`config.mk`:
```
export PLATFORM = sky130hd
export DESIGN_NAME = csa_digit_serial_adder
export DESIGN_NICKNAME = d
export VERILOG_FILES = /design/src/rtl/csa_digit_serial_adder.sv
export SDC_FILE = /design/constraint.sdc
export NUM_CORES = 1
export LEC_CHECK = 0
export CORE_AREA = 3 3 70 59
export CTS_CLUSTER_DIAMETER = 30
export DETAILED_ROUTE_END_ITERATION = 8
export DIE_AREA = 0 0 73 62
export GPL_ROUTABILITY_DRIVEN = 0
export GPL_TIMING_DRIVEN = 0
export HOLD_SLACK_MARGIN = 0.1
export PLACE_DENSITY = 0.73
export SLEW_MARGIN = 20
export SYNTH_ARGS = -nofsm -noshare
export SYNTH_HDL_FRONTEND = slang
export SYNTH_SLANG_ARGS = --single-unit
```
`constraint.sdc`:
```
create_clock -name clk -period 2.8 [get_ports clk]
set_input_delay 0.56 -clock clk [delete_from_list [all_inputs] [get_ports clk]]
set_output_delay 0.56 -clock clk [all_outputs]
set_load 0.01 [all_outputs]
```
`src/rtl/csa_digit_serial_adder.sv`:
```
// Digit-serial adder: one WIDTH-bit operand set per transaction, summed two bits
// per cycle through a 2-bit carry-skip slice, with valid/ready on both sides.
module csa_digit_serial_adder #(
  parameter int WIDTH = 8
) (
  input  logic                              clk,
  input  logic                              rst_n,
  input  logic                              in_valid,
  output logic                              in_ready,
  input  logic [WIDTH-1:0]                  a,
  input  logic [WIDTH-1:0]                  b,
  input  logic                              cin,
  output logic                              out_valid,
  input  logic                              out_ready,
  output logic [WIDTH-1:0]                  sum,
  output logic                              cout,
  output logic [$clog2(WIDTH/2+1)-1:0]      skip_hits
);

  localparam int NSLICE = WIDTH / 2;
  localparam int IDXW   = (NSLICE > 1) ? $clog2(NSLICE) : 1;
  localparam int SKW    = $clog2(NSLICE + 1);

  localparam logic [IDXW-1:0] IDX_LAST = IDXW'(NSLICE - 1);
  localparam logic [SKW-1:0]  SKIP_MAX = SKW'(NSLICE);

  typedef enum logic [1:0] {
    S_IDLE = 2'd0,
    S_RUN  = 2'd1,
    S_DONE = 2'd2
  } state_e;

  state_e           state_q,     state_d;
  logic [WIDTH-1:0] a_q,         a_d;
  logic [WIDTH-1:0] b_q,         b_d;
  logic             carry_q,     carry_d;
  logic [IDXW-1:0]  idx_q,       idx_d;
  logic [WIDTH-1:0] sum_q,       sum_d;
  logic             cout_q,      cout_d;
  logic [SKW-1:0]   skip_q,      skip_d;
  logic             in_ready_q,  in_ready_d;
  logic             out_valid_q, out_valid_d;

  // Slice operands selected by the current slice index.
  logic [1:0] a_sl, b_sl, p, g, s;
  logic       c1, c2, c_out, skip_hit;

  // NOTE: every signal assigned in an always_comb gets a default on entry,
  // otherwise the paths that skip an assignment infer a latch.
  always_comb begin
    a_sl = 2'b00;
    b_sl = 2'b00;
    for (int i = 0; i < NSLICE; i++) begin
      if (idx_q == IDXW'(i)) begin
        a_sl = a_q[2*i +: 2];
        b_sl = b_q[2*i +: 2];
      end
    end
  end

  // Carry-skip slice: when both bits propagate, the incoming carry bypasses
  // the ripple chain; the result is identical to the rippled carry c2.
  always_comb begin
    p        = a_sl ^ b_sl;
    g        = a_sl & b_sl;
    c1       = g[0] | (p[0] & carry_q);
    c2       = g[1] | (p[1] & c1);
    s        = p ^ {c1, carry_q};
    skip_hit = p[1] & p[0];
    c_out    = skip_hit ? carry_q : c2;
  end

  always_comb begin
    state_d     = state_q;
    a_d         = a_q;
    b_d         = b_q;
    carry_d     = carry_q;
    idx_d       = idx_q;
    sum_d       = sum_q;
    cout_d      = cout_q;
    skip_d      = skip_q;
    in_ready_d  = in_ready_q;
    out_valid_d = out_valid_q;

    unique case (state_q)
      S_IDLE: begin
        if (in_valid) begin
          a_d        = a;
          b_d        = b;
          carry_d    = cin;
          idx_d      = '0;
          skip_d     = '0;
          in_ready_d = 1'b0;
          state_d    = S_RUN;
        end
      end

      S_RUN: begin
        for (int i = 0; i < NSLICE; i++) begin
          if (idx_q == IDXW'(i)) sum_d[2*i +: 2] = s;
        end
        carry_d = c_out;
        if (skip_hit && (skip_q < SKIP_MAX)) skip_d = skip_q + 1'b1;
        if (idx_q == IDX_LAST) begin
          cout_d      = c_out;
          out_valid_d = 1'b1;
          state_d     = S_DONE;
        end else begin
          idx_d = idx_q + 1'b1;
        end
      end

      S_DONE: begin
        // Results hold while the consumer stalls; in_valid is ignored here.
        if (out_ready) begin
          out_valid_d = 1'b0;
          in_ready_d  = 1'b1;
          state_d     = S_IDLE;
        end
      end

      default: begin
        out_valid_d = 1'b0;
        in_ready_d  = 1'b1;
        state_d     = S_IDLE;
      end
    endcase
  end

  // NOTE: sequential state uses non-blocking assignments only, so every flop
  // samples the pre-edge value of every other flop regardless of block order.
  always_ff @(posedge clk or negedge rst_n) begin
    if (!rst_n) begin
      state_q     <= S_IDLE;
      a_q         <= '0;
      b_q         <= '0;
      carry_q     <= 1'b0;
      idx_q       <= '0;
      sum_q       <= '0;
      cout_q      <= 1'b0;
      skip_q      <= '0;
      in_ready_q  <= 1'b1;
      out_valid_q <= 1'b0;
    end else begin
      state_q     <= state_d;
      a_q         <= a_d;
      b_q         <= b_d;
      carry_q     <= carry_d;
      idx_q       <= idx_d;
      sum_q       <= sum_d;
      cout_q      <= cout_d;
      skip_q      <= skip_d;
      in_ready_q  <= in_ready_d;
      out_valid_q <= out_valid_d;
    end
  end

  assign in_ready  = in_ready_q;
  assign out_valid = out_valid_q;
  assign sum       = sum_q;
  assign cout      = cout_q;
  assign skip_hits = skip_q;

endmodule

```
# Word level (Yosys, flattened, before mapping)
# Index checks and enable logic that the tools add are counted.
# op_classes
add_sub_neg	2
n_mul	0
div_mod_pow	0
n_lt_le_gt_ge	1
n_eq_ne	10
n_shift	0
mux	27
bitwise_logic	10
reduce_logical	15
# op_table
operator	n
$mux W2	13
$reduce_and A3 Y1	5
$reduce_and A2 Y1	6
$ne A2 B2 Y1 const B	5
$eq A2 B2 Y1 const B	3
$mux W1	6
$mux W3	2
$pmux W1 S3	2
$pmux W2 S3	1
$pmux W3 S2	1
$eq A2 B1 Y1 const B	2
$logic_not A2 Y1	2
$pmux W2 S2	1
$xor A2 B2 Y2	2
$add A3 B1 Y3 const B	1
$and A1 B1 Y1	3
$lt A3 B3 Y1 const B	1
$add A2 B1 Y2 const B	1
$and A2 B2 Y2	1
$not A1 Y1	2
$or A1 B1 Y1	2
$pmux W1 S2	1
$reduce_bool A2 Y1	1
$logic_and A1 B1 Y1	1
# totals
register_bits	35
latch_bits	0
ram_bits	0
mem_bits_ro	0
out_inout_bits	14
n_memories	0

# Depth between registers and ports, before layout
# depth
word_depth	12
ltp_mapped	12

# Worst setup path before layout
# OpenSTA, ideal clock, no wires.
# synth_path
kind	register to register
from	reg idx_q[0]
to	reg sum_q[7], in the netlist sum[7]
setup_time_ps	125
arrival_time_ps	2242
path_slack_ps	433
stages_incl_launch_ff	10
n_path_buf	0
path_cell_list	dfrtp_1 inv_1 ha_1 nor2b_1 a221o_1 a22oi_1 fa_1 inv_1 fa_1 mux2_2
# synth_between
elab_chain_len	9
# synth_rtl
item	line	source
start: declaration	37	logic [IDXW-1:0] idx_q, idx_d;
start signal: assignment	149	idx_q <= idx_d;
$logic_not A2 Y1	54	if (idx_q == IDXW'(i)) begin
$mux W2 (4 in a row)	54	
$xor A2 B2 Y2	64	p = a_sl ^ b_sl;
$and A1 B1 Y1	66	c1 = g[0] | (p[0] & carry_q);
$or A1 B1 Y1	66	
$xor A2 B2 Y2 *	68	s = p ^ {c1, carry_q};
net s[1]	45	logic [1:0] a_sl, b_sl, p, g, s;
end signal: assignment	150	sum_q <= sum_d;
end: declaration	38	logic [WIDTH-1:0] sum_q, sum_d;
# The timed path passes the listed nets; every way through them passes the cells marked *.
# A chain may end at the register's enable or synchronous reset.

# Final worst setup path
# layout_path
from	reg idx_q[0]
to	reg sum_q[1], in the netlist sum[1]
# The elaborated chain is that of the path after synthesis.

==> impl_metrics.yaml <==
sta:
  max_freq_ghz: 0.375
  hold_violations: 0
  finalSetupViolations: 0
  fin_tns_setup_ns: 0
  period_needed_ns: 2.67
  skew_ns: 0.00706
  tightest_slew_ns: 0.430
  drv_slew: 0
  whs_ns: 0.195
  rsz0062_at_grt: "no"
  max-slew-margin-rel: 0.711
  period_share: 0.954
synth:
  syn_area_um2: 1700
  postSynthNetCount: 175
  synth_edf_count: 0
  seq_area_frac_synth: 0.515
  ys.flop_type: "dfrtp_1"
  ys_types: 32
  synth_top_cell_by_area: "dfrtp_1"
  synth.area.mux_share: 0.132
  ys_ff_latch: 35
  synth_top_family_by_area: "multiplexers"
  synthArstFlopShare: 1.00
  synth_compound_area_frac: 0.130
  synthAdderAreaFrac: 0.0749
  synth_area_leaders: "dfrtp_1 50%, mux2_2 13%, ha_1 5.1%"
  synth_xor_area_frac: 0
  yosysTopAreaCellShare: 0.500
  postSynthCellCount: 145
  avgSynthCellArea_um2: 11.7
  yosys.area_share.simple: 0.107
  yosysWarningCount: 0
floorplanning:
  die_w_um: 73
  initial_core_util: 0.494
  ios: 35
  die_h_um: 62
  die_area_um2: 4530
  rows: 19
  core-area_um2: 3450
worst_setup_path:
  worstPathRequired_ns: 2.98
  timing.rr.start: "idx_q[0]$_DFFE_PN0P_"
  reg2reg_slack_ns: 0.13
  end_kind: "register"
  timing.critical_path.to: "sum[1]$_DFFE_PN0P_"
  crit_arrival_ns: 2.85
  rr_worst_depth: 9
  crit_type: "reg -> reg"
  critPathMaxFanout: 4
  cp-startpoint: "idx_q[0]$_DFFE_PN0P_"
  r2r-end: "sum[1]$_DFFE_PN0P_"
  critPathLaunchType: "register"
pwr:
  p_int_uw: 1720
  p_leak_uw: 0.000962
  p_sw_uw: 1120
  powerDensity_nw_per_um2: 1290
  power_frac_comb: 0.549
  clkPwrFrac: 0.123
  swShare: 0.394
  pwr-share-seq: 0.327
  vdd_drop_max_uv: 606
detailed_routing:
  vias_per_cell: 5.56
  vias: 1273
  wl_um: 3640
  drt_first_pass_iters: 4
  drc: 0
  wl_per_cell_um: 15.9
  drtIter0Drc: 47
  drtAntennaViolNets: 0
cells_and_area:
  area_growth_pct: 29.2
  postLayoutCoreUtil: 0.638
  diodes: 0
  drive_gt1_frac: 0.198
  layout_commonest_cell: "dfrtp_1"
  nNetsFinal: 216
  fill_cells: 265
  layout.cells.non_filler: 229
  layout_common_cells: "34 x dfrtp_1, 33 x clkdlybuf4s50_1, 19 x mux2_2"
global_routing:
  grt.total_usage: 0.179
  grt_max_degree: 20
  antenna_found_initial: 0
  grt_pass1_vias: 1351
  grt_pass1_wl_um: 6020
  grt_overflow_total: 0
clock_network:
  clk_pin_slew_ns: 0.07
  cts_num_sinks: 35
  htreeDepth: 2
  cts_buffers: 5
  clk_latency_ns: 0.29
  clockBufferDepth: 2
  hold_buffers: 0
  cts_tree: "done"
  cts_root_buf: "clkbuf_8"
run:
  drv_cap: 0
run_status:
  status: "completed"
place:
  portBuffers: 34
  placedCellCount: 222
  dp.final_hpwl_um: 2770
min_path:
  hp-class: "in -> async"
[sequential cells by signal, summed over array words and instances (netlist names)]
signal	flops
b_q	8
cout	1
skip_hits	3
sum	8
idx_q	2
in_ready	1
out_valid	1
carry_q	1
a_q	8
state_q	2
[power by group through the flow]
| stage | clock [µW] | sequential, µW | combinational, µW |
|---|---|---|---|
| 2_1_floorplan | 0 | 934 | 1010 |
| 3_3_place_gp | 0 | 916 | 1470 |
| 3_5_place_dp | 0 | 938 | 1540 |
| 4_1_cts | 356 | 927 | 1560 |
| 5_1_grt | 381 | 958 | 1740 |
| 6_report | 349 | 928 | 1560 |
[routing by layer]
layer,wire length [µm],vias to the layer above,part of all wire,global-route usage
met5,0,-,0,0
met4,81,0,0.022,0.0895
li1,-,597,-,-
met1,1580,635,0.43,0.212
met3,179,10,0.049,0.0514
met2,1800,31,0.49,0.303
[Yosys cell counts, drive strengths merged (2+ instances only)]
cell type,count
nor3b,2
ha,7
a22o,3
dfrtp,34
nand2,15
o211ai,3
fa,2
inv,9
buf,5
a221oi,2
a22oi,2
mux2,19
nor2b,4
a21oi,5
nor2,3
o31ai,2
o21ai,10
o22a,2
nand3b,4
[critical path, stage by stage, from the launching register on]
cell	delay, ns
dfrtp_1	0.40
inv_1	0.08
ha_1	0.25
nor2b_2	0.20
a221o_1	0.35
a22oi_1	0.21
fa_1	0.22
inv_1	0.05
fa_1	0.51
mux2_2	0.29
[cell type report]
class / count / area (µm²) / share of cell area
flip-flops and latches: 35 / 877 / 0.399
multi-input cells: 95 / 761 / 0.346
repair buffers: 35 / 363 / 0.165
clock buffers: 7 / 76.3 / 0.0347
well taps: 42 / 52.6 / 0.0239
inverters: 9 / 33.8 / 0.0153
plain buffers: 5 / 32.5 / 0.0148
clock inverters: 1 / 5.00 / 0.00227
[per-stage QoR]
| step | power, µW | setup WS (ns) | instance area (µm²) |
|---|---|---|---|
| 3_3_place_gp | 2380 | 0.175 | 2100 |
| 6_report | 2830 | 0.130 | 2200 |
| 2_1_floorplan | 1950 | 0.433 | 1700 |
| 3_5_place_dp | 2470 | 0.116 | 2120 |
| 4_1_cts | 2840 | 0.105 | 2200 |
| 5_1_grt | 3080 | 0.0348 | 2200 |
[logic make-up (layout without fill, tap and decap cells)]
| group | Yosys count | in the layout |
|---|---|---|
| buf+inv | 15 | 57 |
| fa+ha+maj | 9 | 9 |
| compound gates | 33 | 33 |
| mux | 20 | 20 |
| simple gates | 33 | 33 |
| flops | 35 | 35 |
[how the worst min path moves through the flow]
stage,start,to,slack (ns),cells past startpoint
after global placement,sum[0]$_DFFE_PN0P_,sum[0]$_DFFE_PN0P_,0.46,2
after detailed placement,sum[4]$_DFFE_PN0P_,sum[4]$_DFFE_PN0P_,0.48,2
after floorplan,rst_n,a_q[0]$_DFFE_PN0P_,0.26,0
after global routing,rst_n,a_q[3]$_DFFE_PN0P_,0.22,1
final,rst_n,sum[1]$_DFFE_PN0P_,0.19,1
after CTS,rst_n,sum[6]$_DFFE_PN0P_,0.21,1
[repair_timing]
item,CTS,global route
endpoints found under the setup margin,0,4
setup buffers,0,0
resized for setup,0,2
endpoints found under the hold margin,0,0
Note: power is estimated with default switching activity, not from simulation.
